[src/rtl/decode_pipe_stage.sv]
// Decode stage: register-field extraction, register file with write-first
// bypass, load-use bubble insertion and the ID/EX pipeline register.
module decode_pipe_stage #(
    parameter int DATA_WIDTH     = 16,
    parameter int INSTR_WIDTH    = 16,
    parameter int REG_ADDR_WIDTH = 3,
    parameter int CTRL_WIDTH     = 24
) (
    input  logic                      i_clk,
    input  logic                      i_reset,
    input  logic [INSTR_WIDTH-1:0]    i_instr,
    input  logic                      i_instr_valid,
    input  logic [CTRL_WIDTH-1:0]     i_ctrl,
    input  logic                      i_read1,
    input  logic                      i_read2,
    input  logic                      i_mem_read,
    input  logic                      i_hold,
    input  logic                      i_flush,
    input  logic                      i_write_back,
    input  logic [REG_ADDR_WIDTH-1:0] i_write_addr,
    input  logic [DATA_WIDTH-1:0]     i_write_data,
    output logic                      o_valid,
    output logic [CTRL_WIDTH-1:0]     o_ctrl,
    output logic                      o_mem_read,
    output logic [DATA_WIDTH-1:0]     o_data1,
    output logic [DATA_WIDTH-1:0]     o_data2,
    output logic [REG_ADDR_WIDTH-1:0] o_rd,
    output logic [REG_ADDR_WIDTH-1:0] o_rs,
    output logic                      o_stall,
    output logic                      o_ready
);

    localparam int NREG   = 1 << REG_ADDR_WIDTH;
    localparam int RD_TOP = INSTR_WIDTH - 4;
    localparam int RS_TOP = RD_TOP - REG_ADDR_WIDTH;

    logic [DATA_WIDTH-1:0]     rf_q [NREG];
    logic [REG_ADDR_WIDTH-1:0] rd_f;
    logic [REG_ADDR_WIDTH-1:0] rs_f;
    logic [DATA_WIDTH-1:0]     rdat1;
    logic [DATA_WIDTH-1:0]     rdat2;
    logic                      unused_instr;

    logic                      valid_q, valid_d;
    logic [CTRL_WIDTH-1:0]     ctrl_q, ctrl_d;
    logic                      memrd_q, memrd_d;
    logic [DATA_WIDTH-1:0]     data1_q, data1_d;
    logic [DATA_WIDTH-1:0]     data2_q, data2_d;
    logic [REG_ADDR_WIDTH-1:0] rd_q, rd_d;
    logic [REG_ADDR_WIDTH-1:0] rs_q, rs_d;

    assign rd_f         = i_instr[RD_TOP -: REG_ADDR_WIDTH];
    assign rs_f         = i_instr[RS_TOP -: REG_ADDR_WIDTH];
    assign unused_instr = ^i_instr;

    always_ff @(posedge i_clk or posedge i_reset) begin
        if (i_reset) begin
            for (int i = 0; i < NREG; i++) rf_q[i] <= '0;
        end else if (i_write_back) begin
            rf_q[i_write_addr] <= i_write_data;
        end
    end

    // Write-first: a same-cycle write is visible to the read port.
    always_comb begin
        rdat1 = '0;
        rdat2 = '0;
        if (i_read1)
            rdat1 = (i_write_back && i_write_addr == rd_f)
                  ? i_write_data : rf_q[rd_f];
        if (i_read2)
            rdat2 = (i_write_back && i_write_addr == rs_f)
                  ? i_write_data : rf_q[rs_f];
    end

    assign o_stall = i_instr_valid & valid_q & memrd_q &
                     ((i_read1 & (rd_f == rd_q)) |
                      (i_read2 & (rs_f == rd_q)));
    assign o_ready = ~o_stall & ~i_hold;

    always_comb begin
        valid_d = valid_q;
        ctrl_d  = ctrl_q;
        memrd_d = memrd_q;
        data1_d = data1_q;
        data2_d = data2_q;
        rd_d    = rd_q;
        rs_d    = rs_q;
        if (i_flush || (!i_hold && o_stall)) begin
            valid_d = 1'b0;
            ctrl_d  = '0;
            memrd_d = 1'b0;
            data1_d = '0;
            data2_d = '0;
            rd_d    = '0;
            rs_d    = '0;
        end else if (!i_hold) begin
            valid_d = i_instr_valid;
            ctrl_d  = i_instr_valid ? i_ctrl : '0;
            memrd_d = i_instr_valid & i_mem_read;
            data1_d = rdat1;
            data2_d = rdat2;
            rd_d    = rd_f;
            rs_d    = rs_f;
        end
    end

    always_ff @(posedge i_clk or posedge i_reset) begin
        if (i_reset) begin
            valid_q <= 1'b0;
            ctrl_q  <= '0;
            memrd_q <= 1'b0;
            data1_q <= '0;
            data2_q <= '0;
            rd_q    <= '0;
            rs_q    <= '0;
        end else begin
            valid_q <= valid_d;
            ctrl_q  <= ctrl_d;
            memrd_q <= memrd_d;
            data1_q <= data1_d;
            data2_q <= data2_d;
            rd_q    <= rd_d;
            rs_q    <= rs_d;
        end
    end

    assign o_valid    = valid_q;
    assign o_ctrl     = ctrl_q;
    assign o_mem_read = memrd_q;
    assign o_data1    = data1_q;
    assign o_data2    = data2_q;
    assign o_rd       = rd_q;
    assign o_rs       = rs_q;

endmodule

[config.mk]
export PLATFORM = sky130hd
export DESIGN_NAME = decode_pipe_stage
export DESIGN_NICKNAME = d
export VERILOG_FILES = /design/src/rtl/decode_pipe_stage.sv
export SDC_FILE = /design/constraint.sdc
export NUM_CORES = 1
export LEC_CHECK = 0
export ABC_AREA = 1
export ABC_CLOCK_PERIOD_IN_PS = 7400
export CAP_MARGIN = 20
export CELL_PAD_IN_SITES_DETAIL_PLACEMENT = 0
export CELL_PAD_IN_SITES_GLOBAL_PLACEMENT = 1
export CORE_ASPECT_RATIO = 0.75
export CORE_MARGIN = 5
export CORE_UTILIZATION = 28
export CTS_CLUSTER_DIAMETER = 200
export DETAILED_ROUTE_END_ITERATION = 7
export PLACE_DENSITY_LB_ADDON = 0.1
export SLEW_MARGIN = 20
export SYNTH_ARGS = -nofsm -noshare
export SYNTH_HDL_FRONTEND = slang
export SYNTH_SLANG_ARGS = --single-unit
[constraint.sdc]
create_clock -name i_clk -period 7.4 [get_ports i_clk]
set_input_delay 0.74 -clock i_clk [delete_from_list [all_inputs] [get_ports i_clk]]
set_output_delay 0.74 -clock i_clk [all_outputs]
set_load 0.01 [all_outputs]
==> metrics.yaml, run 1 <==
setup_path:
  end_kind: "output pin"
  startpoint_type: "primary input"
  worstPathRequired_ns: 6.66
  path_max_fanout: 29
  crit_type: "in -> out"
  critical_path_arrival_ns: 3.57
route:
  dr.pass1.iters: 6
  vias: 9882
  viasPerCell: 4.77
  ant_nets: 0
  drc_errors: 0
  routedWlPerCell_um: 19.9
  wl_mm: 41.3
  drtIter0Drc: 797
floorplanning:
  die-area_mm2: 0.0414
  pin_count: 134
  coreArea_mm2: 0.0370
  start_util_pct: 28.3
  die_w_um: 233
  core.rowCount: 61
  fp.dieH_um: 178
pwr:
  power.switching_w: 0.000931
  power.density_mw_per_mm2: 223
  p_seq_share_pct: 47.2
  ir_drop_uv: 157
  p_clk_share_pct: 31.7
  pwr-share-comb_pct: 21.1
  p_int_w: 0.00187
  power.leakage_nw: 6.15
  p_sw_share_pct: 33.3
  total_power_w: 0.00280
place:
  post-dp-hpwl_mm: 24.7
  postPlaceCellArea_mm2: 0.0120
  dpl_worst_slack_ns: 3.06
  gp_congestion: 0.791
  io_buffers: 123
run:
  cap_violations: 0
timing:
  finalCritPeriodShare_pct: 58.2
  relSlewSlack_pct: 25.8
  slew_violations: 0
  worst_slack_ns: 3.09
  hold_viol: 0
  setup_tns_ns: 0
  worst_pin_slew_ns: 1.11
  max_freq_mhz: 232
  skew_ns: 0.00824
  rsz0062_at_grt: "no"
  finalCriticalPeriod_ns: 4.31
  setup_viol: 0
global_routing:
  grt_overflow_total: 0
  grt_pass1_wl_mm: 63.1
  antenna_found_initial: 0
  grt_max_degree: 85
  grt_pass1_vias: 10000
  grt_usage_pct: 20.1
finish:
  final_area_mm2: 0.0126
  diodes: 0
  fin_util_pct: 33.9
  nNetsFinal: 1623
  drive_gt1_share_pct: 6.00
  area_growth_pct: 19.7
synthesis:
  synth_fp_nets: 1559
  ys_warn_count: 0
  ys_seq_elements: 192
  ys_types: 28
  synth_area_mm2: 0.0105
  syn_area_per_cell_um2: 7.03
  ys_seq_area_share_pct: 45.8
  synthCells: 1491
clock_tree:
  cts_sinks: 192
  cts_resized: 0
  cts.hold.buffers_added: 0
  postCtsSetupRepairBufs: 0
  clk_path_buf_depth: 2
  numCtsBuffers: 17
  clkTransAtPathRegs_ns: 0.07
  clockRootBuffer: "clkbuf_16"
  worstSkewPairLatency_ns: 0.46
  htree_levels: 4
  cts_tree: "yes"
min_path:
  hold_class: "reg -> reg"
run_status:
  outcome: "completed"
## layout make-up
| type | count | area, um2 |
|---|---|---|
| Clock buffer | 20 | 447 |
| Tap cell | 504 | 631 |
| Fill cell | 4023 | 24500 |
| Multi-Input combinational cell | 1107 | 4870 |
| Sequential cell | 192 | 4800 |
| Inverter | 94 | 363 |
| Timing Repair Buffer | 143 | 1360 |
| Clock inverter | 11 | 85.1 |
## worst max-delay path, stage by stage
cell	delay [ns]
clkdlybuf4s50_1	0.39
buf_4	0.27
inv_2	0.52
nand2_1	0.10
nand2_1	0.10
nor2_1	0.04
nand2_1	0.05
nand2_1	0.07
nand2_1	0.06
buf_4	0.32
nand2_1	0.22
inv_1	0.12
clkdlybuf4s50_1	0.54
## layer usage
| metal | global-route usage [%] | up-vias | wire, um |
|---|---|---|---|
| met5 | 0 | - | 0 |
| met1 | 28.0 | 4681 | 19300 |
| met2 | 33.0 | 247 | 19300 |
| met3 | 3.21 | 41 | 2050 |
| li1 | - | 4913 | - |
| met4 | 4.52 | 0 | 620 |
## placed cells by master (no fill, tap or decap), drive strengths merged
cell type      synthesis  routed
inv                   81      83
nand4                 26      26
clkdlybuf4s50          0     118
clkinv                13      16
buf                   52      25
and3                   1       1
nand2                631     631
o21ai                125     125
nor3                   1       1
clkinvlp               0       6
clkbuf                46      20
a21oi                 29      29
o22ai                  3       3
nand3                235     235
dfrtp                192     192
nor2                  56      56
## per-stage QoR
step	instances	hold WS, ns
floorplan	1491	0.474
global placement	2040	0.464
detailed placement	2040	0.468
CTS	2071	0.489
global route	2071	0.511
finish	2071	0.482
## cell families after synthesis
family	after synthesis	share of synthesized area, %
AOI/OAI and AO/OA	157	7.60
and+or+nand+nor	950	38.7
buffers and inverters	192	7.88
DFF	192	45.8
## synth_stat cells, drive strengths merged
cell type | number | area share, %
buf | 52 | 2.8
dfrtp | 192 | 46
nand3 | 235 | 12
o22ai | 3 | 0.18
o21ai | 125 | 6.0
clkbuf | 46 | 1.6
nand4 | 26 | 1.6
nor2 | 56 | 2.4
a21oi | 29 | 1.4
and3 | 1 | 0.060
inv | 81 | 2.9
clkinv | 13 | 0.47
nand2 | 631 | 23
nor3 | 1 | 0.095
## worst paths after layout
| kind | from | endpoint | slack (ns) | cells after the start |
|---|---|---|---|---|
| max | i_instr[12] | o_ready | 3.09 | 13 |
| min | o_ctrl[1] | o_ctrl[1] | 0.48 | 2 |
| max reg2reg | o_rd[1] | o_data2[6] | 5.55 | 12 |
| min reg2reg | o_ctrl[1] | o_ctrl[1] | 0.48 | 2 |
| max in group asynchronous | i_reset | rf_q[8] | 5.33 | 3 |
| min in group asynchronous | i_reset | rf_q[124] | 0.76 | 2 |
## power groups by stage
stage | Sequential, W | Combinational (W) | Clock (W)
detailed placement | 0.00134 | 0.000601 | 0
finish | 0.00132 | 0.000591 | 0.000888
global placement | 0.00134 | 0.000596 | 0
floorplan | 0.00132 | 0.000383 | 0
CTS | 0.00132 | 0.000603 | 0.000915
global route | 0.00134 | 0.000681 | 0.000952
## sequential cells by signal, summed over array words and instances (netlist names)
signal      count
o_data2        16
o_ctrl         24
o_mem_read      1
o_rd            3
o_data1        16
rf_q          128
o_rs            3
o_valid         1
(Power assumes the default switching activity.)
==> inputs of run 2 (changes only) <==
--- a/config.mk
+++ b/config.mk
@@ -6,7 +6,7 @@
 export NUM_CORES = 1
 export LEC_CHECK = 0
 export ABC_AREA = 1
-export ABC_CLOCK_PERIOD_IN_PS = 7400
+export ABC_CLOCK_PERIOD_IN_PS = 4200
 export CAP_MARGIN = 20
 export CELL_PAD_IN_SITES_DETAIL_PLACEMENT = 0
 export CELL_PAD_IN_SITES_GLOBAL_PLACEMENT = 1
==> constraint.sdc (replaced) <==
create_clock -name i_clk -period 4.2 [get_ports i_clk]
set_input_delay 0.42 -clock i_clk [delete_from_list [all_inputs] [get_ports i_clk]]
set_output_delay 0.42 -clock i_clk [all_outputs]
set_load 0.01 [all_outputs]
==> metrics.yaml, run 2 (same netlist as run 1, synthesis figures left out) <==
clock_tree:
  clk_path_buf_depth: 2
  numCtsBuffers: 17
  clkTransAtPathRegs_ns: 0.08
  cts.hold.buffers_added: 0
  clockRootBuffer: "clkbuf_16"
  postCtsSetupRepairBufs: 0
  cts_resized: 0
  cts_tree: "yes"
  worstSkewPairLatency_ns: 0.46
  cts_sinks: 192
  htree_levels: 4
floorplanning:
  core.rowCount: 61
  fp.dieH_um: 178
  coreArea_mm2: 0.0370
  die_w_um: 233
  pin_count: 134
  die-area_mm2: 0.0414
  start_util_pct: 28.3
timing:
  setup_tns_ns: 0
  slew_violations: 0
  hold_viol: 0
  skew_ns: 0.0163
  max_freq_mhz: 306
  finalCriticalPeriod_ns: 3.26
  whs_ns: 0.267
  relSlewSlack_pct: 39.8
  worst_pin_slew_ns: 0.903
  setup_viol: 0
  rsz0062_at_grt: "no"
  finalCritPeriodShare_pct: 77.7
pwr:
  power.switching_w: 0.00170
  pwr-share-comb_pct: 20.2
  power.leakage_nw: 6.28
  p_sw_share_pct: 32.4
  p_int_w: 0.00355
  p_seq_share_pct: 44.4
  power.density_mw_per_mm2: 411
  p_clk_share_pct: 35.4
  ir_drop_uv: 308
finish:
  n_fill_cell: 3972
  top_register: "rf_q"
  final_cell_mix: "nand2_1, nand3_1, dfrtp_1"
  diodes: 0
  largest_reg_flops: 128
  fin_util_pct: 34.5
  nNetsFinal: 1634
  drive_gt1_share_pct: 6.78
  area_growth_pct: 21.9
  ff_latch_area_mm2: 0.00480
  layout_commonest_cell: "nand2_1"
  multi_input_area_mm2: 0.00487
global_routing:
  grt_usage_pct: 20.4
  grt_max_degree: 115
  antenna_found_initial: 0
  grt_overflow_total: 0
  grt_pass1_wl_mm: 63.4
  grt_pass1_vias: 9919
setup_path:
  r2r-end: "o_data1[9]"
  r2r-start: "o_rd[2]"
  r2r_slack_ns: 2.28
  path_max_fanout: 15
  startpoint_type: "primary input"
  worstPathRequired_ns: 3.78
  end_kind: "output pin"
  r2r_cells: 12
  critical_path_arrival_ns: 2.84
  crit_type: "in -> out"
route:
  routedWlPerCell_um: 20.1
  ant_nets: 0
  wl_mm: 41.8
  vias: 9983
  drtIter0Drc: 843
  dr.pass1.iters: 5
  viasPerCell: 4.79
  drc_errors: 0
place:
  io_buffers: 123
  post-dp-hpwl_mm: 25.8
  gp_congestion: 0.787
run_status:
  outcome: "completed"
run:
  cap_violations: 0
min_path:
  hold_class: "in -> async"
run 2: changes by cell type in the layout (fill, tap and decap cells not counted), moves of 2 or more:
cell,delta
inv_6,+3
bufinv_16,+4
clkbuf_1,-2
clkinvlp_4,-3
buf_12,+2
buf_4,+9
run 2: metrics by stage:
| step | area, um2 | power (W) | instances | setup slack, ns |
|---|---|---|---|---|
| floorplan | 10500 | 0.00300 | 1491 | 1.30 |
| global placement | 12100 | 0.00342 | 2051 | 0.974 |
| detailed placement | 12100 | 0.00343 | 2051 | 0.961 |
| CTS | 12800 | 0.00532 | 2083 | 0.955 |
| global route | 12800 | 0.00556 | 2083 | 0.834 |
| finish | 12800 | 0.00524 | 2083 | 0.936 |
run 2: how the worst max path moves through the flow:
stage / from / endpoint / cells past startpoint
floorplan: i_reset / o_ctrl[0] / 1
global placement: i_instr[9] / o_ready / 11
detailed placement: i_instr[9] / o_ready / 11
CTS: i_instr[9] / o_ready / 11
global route: i_instr[9] / o_ready / 11
finish: i_instr[9] / o_ready / 11
run 2: final cells by class:
type,count,share of cell area (%)
timing repair buffer,154,11.5
inverter,94,2.81
tap,504,4.94
sequential,192,37.6
clock inverter,15,1.71
clock buffer,17,3.33
multi-input combinational,1107,38.1
run 2: critical path, cell delays in order:
cell	delay [ns]
clkdlybuf4s50_1	0.62
inv_2	0.52
nand2_1	0.09
nand2_1	0.08
nor2_1	0.04
nand2_1	0.05
nand2_1	0.08
nand2_1	0.12
nand2_1	0.16
inv_1	0.11
clkdlybuf4s50_1	0.53
run 2: metal layers:
metal	vias up	share of wire, %	global-route usage (%)
met1	4783	48	29.3
met2	238	46	32.6
met5	-	0	0
met3	33	4.2	3.04
met4	0	1.4	4.70
li1	4929	-	-
run 2: power by group through the flow:
| stage | combinational, W | clock (W) | sequential, W |
|---|---|---|---|
| after floorplan | 0.000675 | 0 | 0.00232 |
| after global placement | 0.00106 | 0 | 0.00236 |
| after detailed placement | 0.00107 | 0 | 0.00235 |
| after CTS | 0.00108 | 0.00192 | 0.00232 |
| after global routing | 0.00121 | 0.00199 | 0.00236 |
| final | 0.00106 | 0.00186 | 0.00233 |
==> inputs of run 3 (changes only) <==
--- a/config.mk
+++ b/config.mk
@@ -6,7 +6,7 @@
 export NUM_CORES = 1
 export LEC_CHECK = 0
 export ABC_AREA = 1
-export ABC_CLOCK_PERIOD_IN_PS = 4200
+export ABC_CLOCK_PERIOD_IN_PS = 2870
 export CAP_MARGIN = 20
 export CELL_PAD_IN_SITES_DETAIL_PLACEMENT = 0
 export CELL_PAD_IN_SITES_GLOBAL_PLACEMENT = 1
==> constraint.sdc (replaced) <==
create_clock -name i_clk -period 2.87 [get_ports i_clk]
set_input_delay 0.287 -clock i_clk [delete_from_list [all_inputs] [get_ports i_clk]]
set_output_delay 0.287 -clock i_clk [all_outputs]
set_load 0.01 [all_outputs]
==> metrics.yaml, run 3 (same netlist as run 1, synthesis figures left out) <==
run_status:
  outcome: "completed"
floorplanning:
  core.rowCount: 61
  coreArea_mm2: 0.0370
  die_w_um: 233
  fp.dieH_um: 178
  start_util_pct: 28.3
  die-area_mm2: 0.0414
  pin_count: 134
global_routing:
  grt_pass1_wl_mm: 63.8
  grt_overflow_total: 0
  grt_max_degree: 66
  grt_pass1_vias: 10000
  grt_usage_pct: 20.4
  antenna_found_initial: 0
setup_path:
  end_kind: "output pin"
  cp_slowest_stage_delay_ns: 0.56
  critical_path_arrival_ns: 2.22
  crit_buf_inv: 3
  r2r-end: "o_data1[13]"
  crit_type: "reg -> out"
  r2r_slack_ns: 0.93
  cp.depth: 9
  startpoint: "o_rd[2]"
  path_cells: "inv_1 -> nand2_1 -> nand2_1 -> nor2_1 -> nand2_1 -> nand2_1 -> nand2_1 -> inv_1 -> clkdlybuf4s50_1"
  path_common_cell: "nand2_1"
  startpoint_type: "flop"
  r2r-start: "o_rd[2]"
  cpLargestDelayFamily: "buffers and inverters"
  crit_path_end: "o_stall"
  r2r_cells: 12
  worstPathRequired_ns: 2.58
  path_max_fanout: 4
  slowest_stage: "clkdlybuf4s50_1"
timing:
  hold_viol: 0
  finalCriticalPeriod_ns: 2.50
  setup_viol: 0
  skew_ns: 0.0103
  finalCritPeriodShare_pct: 87.2
  worst_pin_slew_ns: 0.978
  rsz0062_at_grt: "no"
  setup_tns_ns: 0
  max_freq_mhz: 399
  relSlewSlack_pct: 34.7
  slew_violations: 0
clock_tree:
  htree_levels: 4
  worstSkewPairLatency_ns: 0.45
  clk_path_buf_depth: 2
  postCtsSetupRepairBufs: 0
  numCtsBuffers: 17
  cts.hold.buffers_added: 0
  cts_tree: "yes"
  clkTransAtPathRegs_ns: 0.07
  cts_resized: 0
  cts_sinks: 192
  clockRootBuffer: "clkbuf_16"
min_path:
  hold_class: "in -> reg"
pwr:
  power.switching_w: 0.00240
  p_seq_share_pct: 46.1
  p_sw_share_pct: 32.5
  ir_drop_uv: 397
  power.density_mw_per_mm2: 574
  p_int_w: 0.00499
  p_clk_share_pct: 32.6
  pwr-share-comb_pct: 21.3
  power.leakage_nw: 6.34
route:
  drtIter0Drc: 666
  routedWlPerCell_um: 20.0
  dr.pass1.iters: 5
  viasPerCell: 4.77
  drc_errors: 0
  ant_nets: 0
  vias: 10000
  wl_mm: 41.9
finish:
  final_cell_mix: "nand2_1, nand3_1, dfrtp_1"
  fin_util_pct: 34.8
  top_register: "rf_q"
  area_growth_pct: 22.8
  layout_commonest_cell: "nand2_1"
  nNetsFinal: 1650
  diodes: 0
  largest_reg_flops: 128
  drive_gt1_share_pct: 7.59
place:
  io_buffers: 123
  gp_congestion: 0.790
  post-dp-hpwl_mm: 26.3
run:
  cap_violations: 0
==> run 3: cell count changes in the layout (fill, tap and decap cells not counted) <==
cell / previous run / this run
nand2_1: 622 / 623
inv_8: 2 / 1
clkinv_2: 0 / 2
clkinv_4: 2 / 4
inv_6: 5 / 0
buf_12: 2 / 6
nand2_2: 6 / 5
buf_4: 29 / 41
clkinvlp_4: 3 / 4
clkbuf_8: 0 / 3
bufinv_16: 4 / 1
==> run 3: area by class of cell <==
class | count | area [um2]
sequential | 192 | 4800
clock inverter | 11 | 109
multi-input combinational | 1107 | 4860
tap | 504 | 631
timing repair buffer | 170 | 1640
clock buffer | 20 | 467
inverter | 94 | 359
fill | 3984 | 24100
==> run 3: worst min path at each step <==
stage | from | end | slack [ns] | depth (start not counted)
finish | i_instr[10] | o_rd[0] | 0.14 | 3
floorplan | rf_q[110] | rf_q[110] | 0.47 | 2
global placement | o_ctrl[0] | o_ctrl[0] | 0.46 | 2
CTS | i_instr[10] | o_rd[0] | 0.11 | 3
global route | i_instr[10] | o_rd[0] | 0.15 | 3
detailed placement | o_data1[5] | o_data1[5] | 0.47 | 2
==> run 3: metal layers <==
metal | vias up | wire, um | GRT usage (%)
li1 | 4952 | - | -
met1 | 4825 | 20200 | 29.0
met2 | 181 | 19700 | 33.1
met3 | 42 | 1310 | 2.91
met4 | 0 | 685 | 4.87
met5 | - | 0 | 0
==> run 3: worst min-delay path: stages <==
cell     delay, ns
buf_2         0.13
nand2_1       0.07
o22ai_1       0.06
==> run 3: power groups by stage <==
| stage | clock, W | sequential [W] | combinational (W) |
|---|---|---|---|
| floorplan | 0 | 0.00340 | 0.000988 |
| global placement | 0 | 0.00344 | 0.00158 |
| detailed placement | 0 | 0.00345 | 0.00160 |
| CTS | 0.00249 | 0.00340 | 0.00160 |
| global route | 0.00260 | 0.00346 | 0.00180 |
| finish | 0.00241 | 0.00341 | 0.00158 |
==> run 3: per-stage QoR <==
| stage | setup slack, ns | instance area (um2) | cells | total power (W) | hold WS, ns |
|---|---|---|---|---|---|
| floorplan | 0.107 | 10500 | 1491 | 0.00439 | 0.474 |
| global placement | 0.355 | 12300 | 2067 | 0.00503 | 0.464 |
| detailed placement | 0.342 | 12300 | 2067 | 0.00505 | 0.468 |
| CTS | 0.315 | 12900 | 2098 | 0.00749 | 0.112 |
| global route | 0.217 | 12900 | 2098 | 0.00785 | 0.151 |
| finish | 0.366 | 12900 | 2098 | 0.00739 | 0.139 |
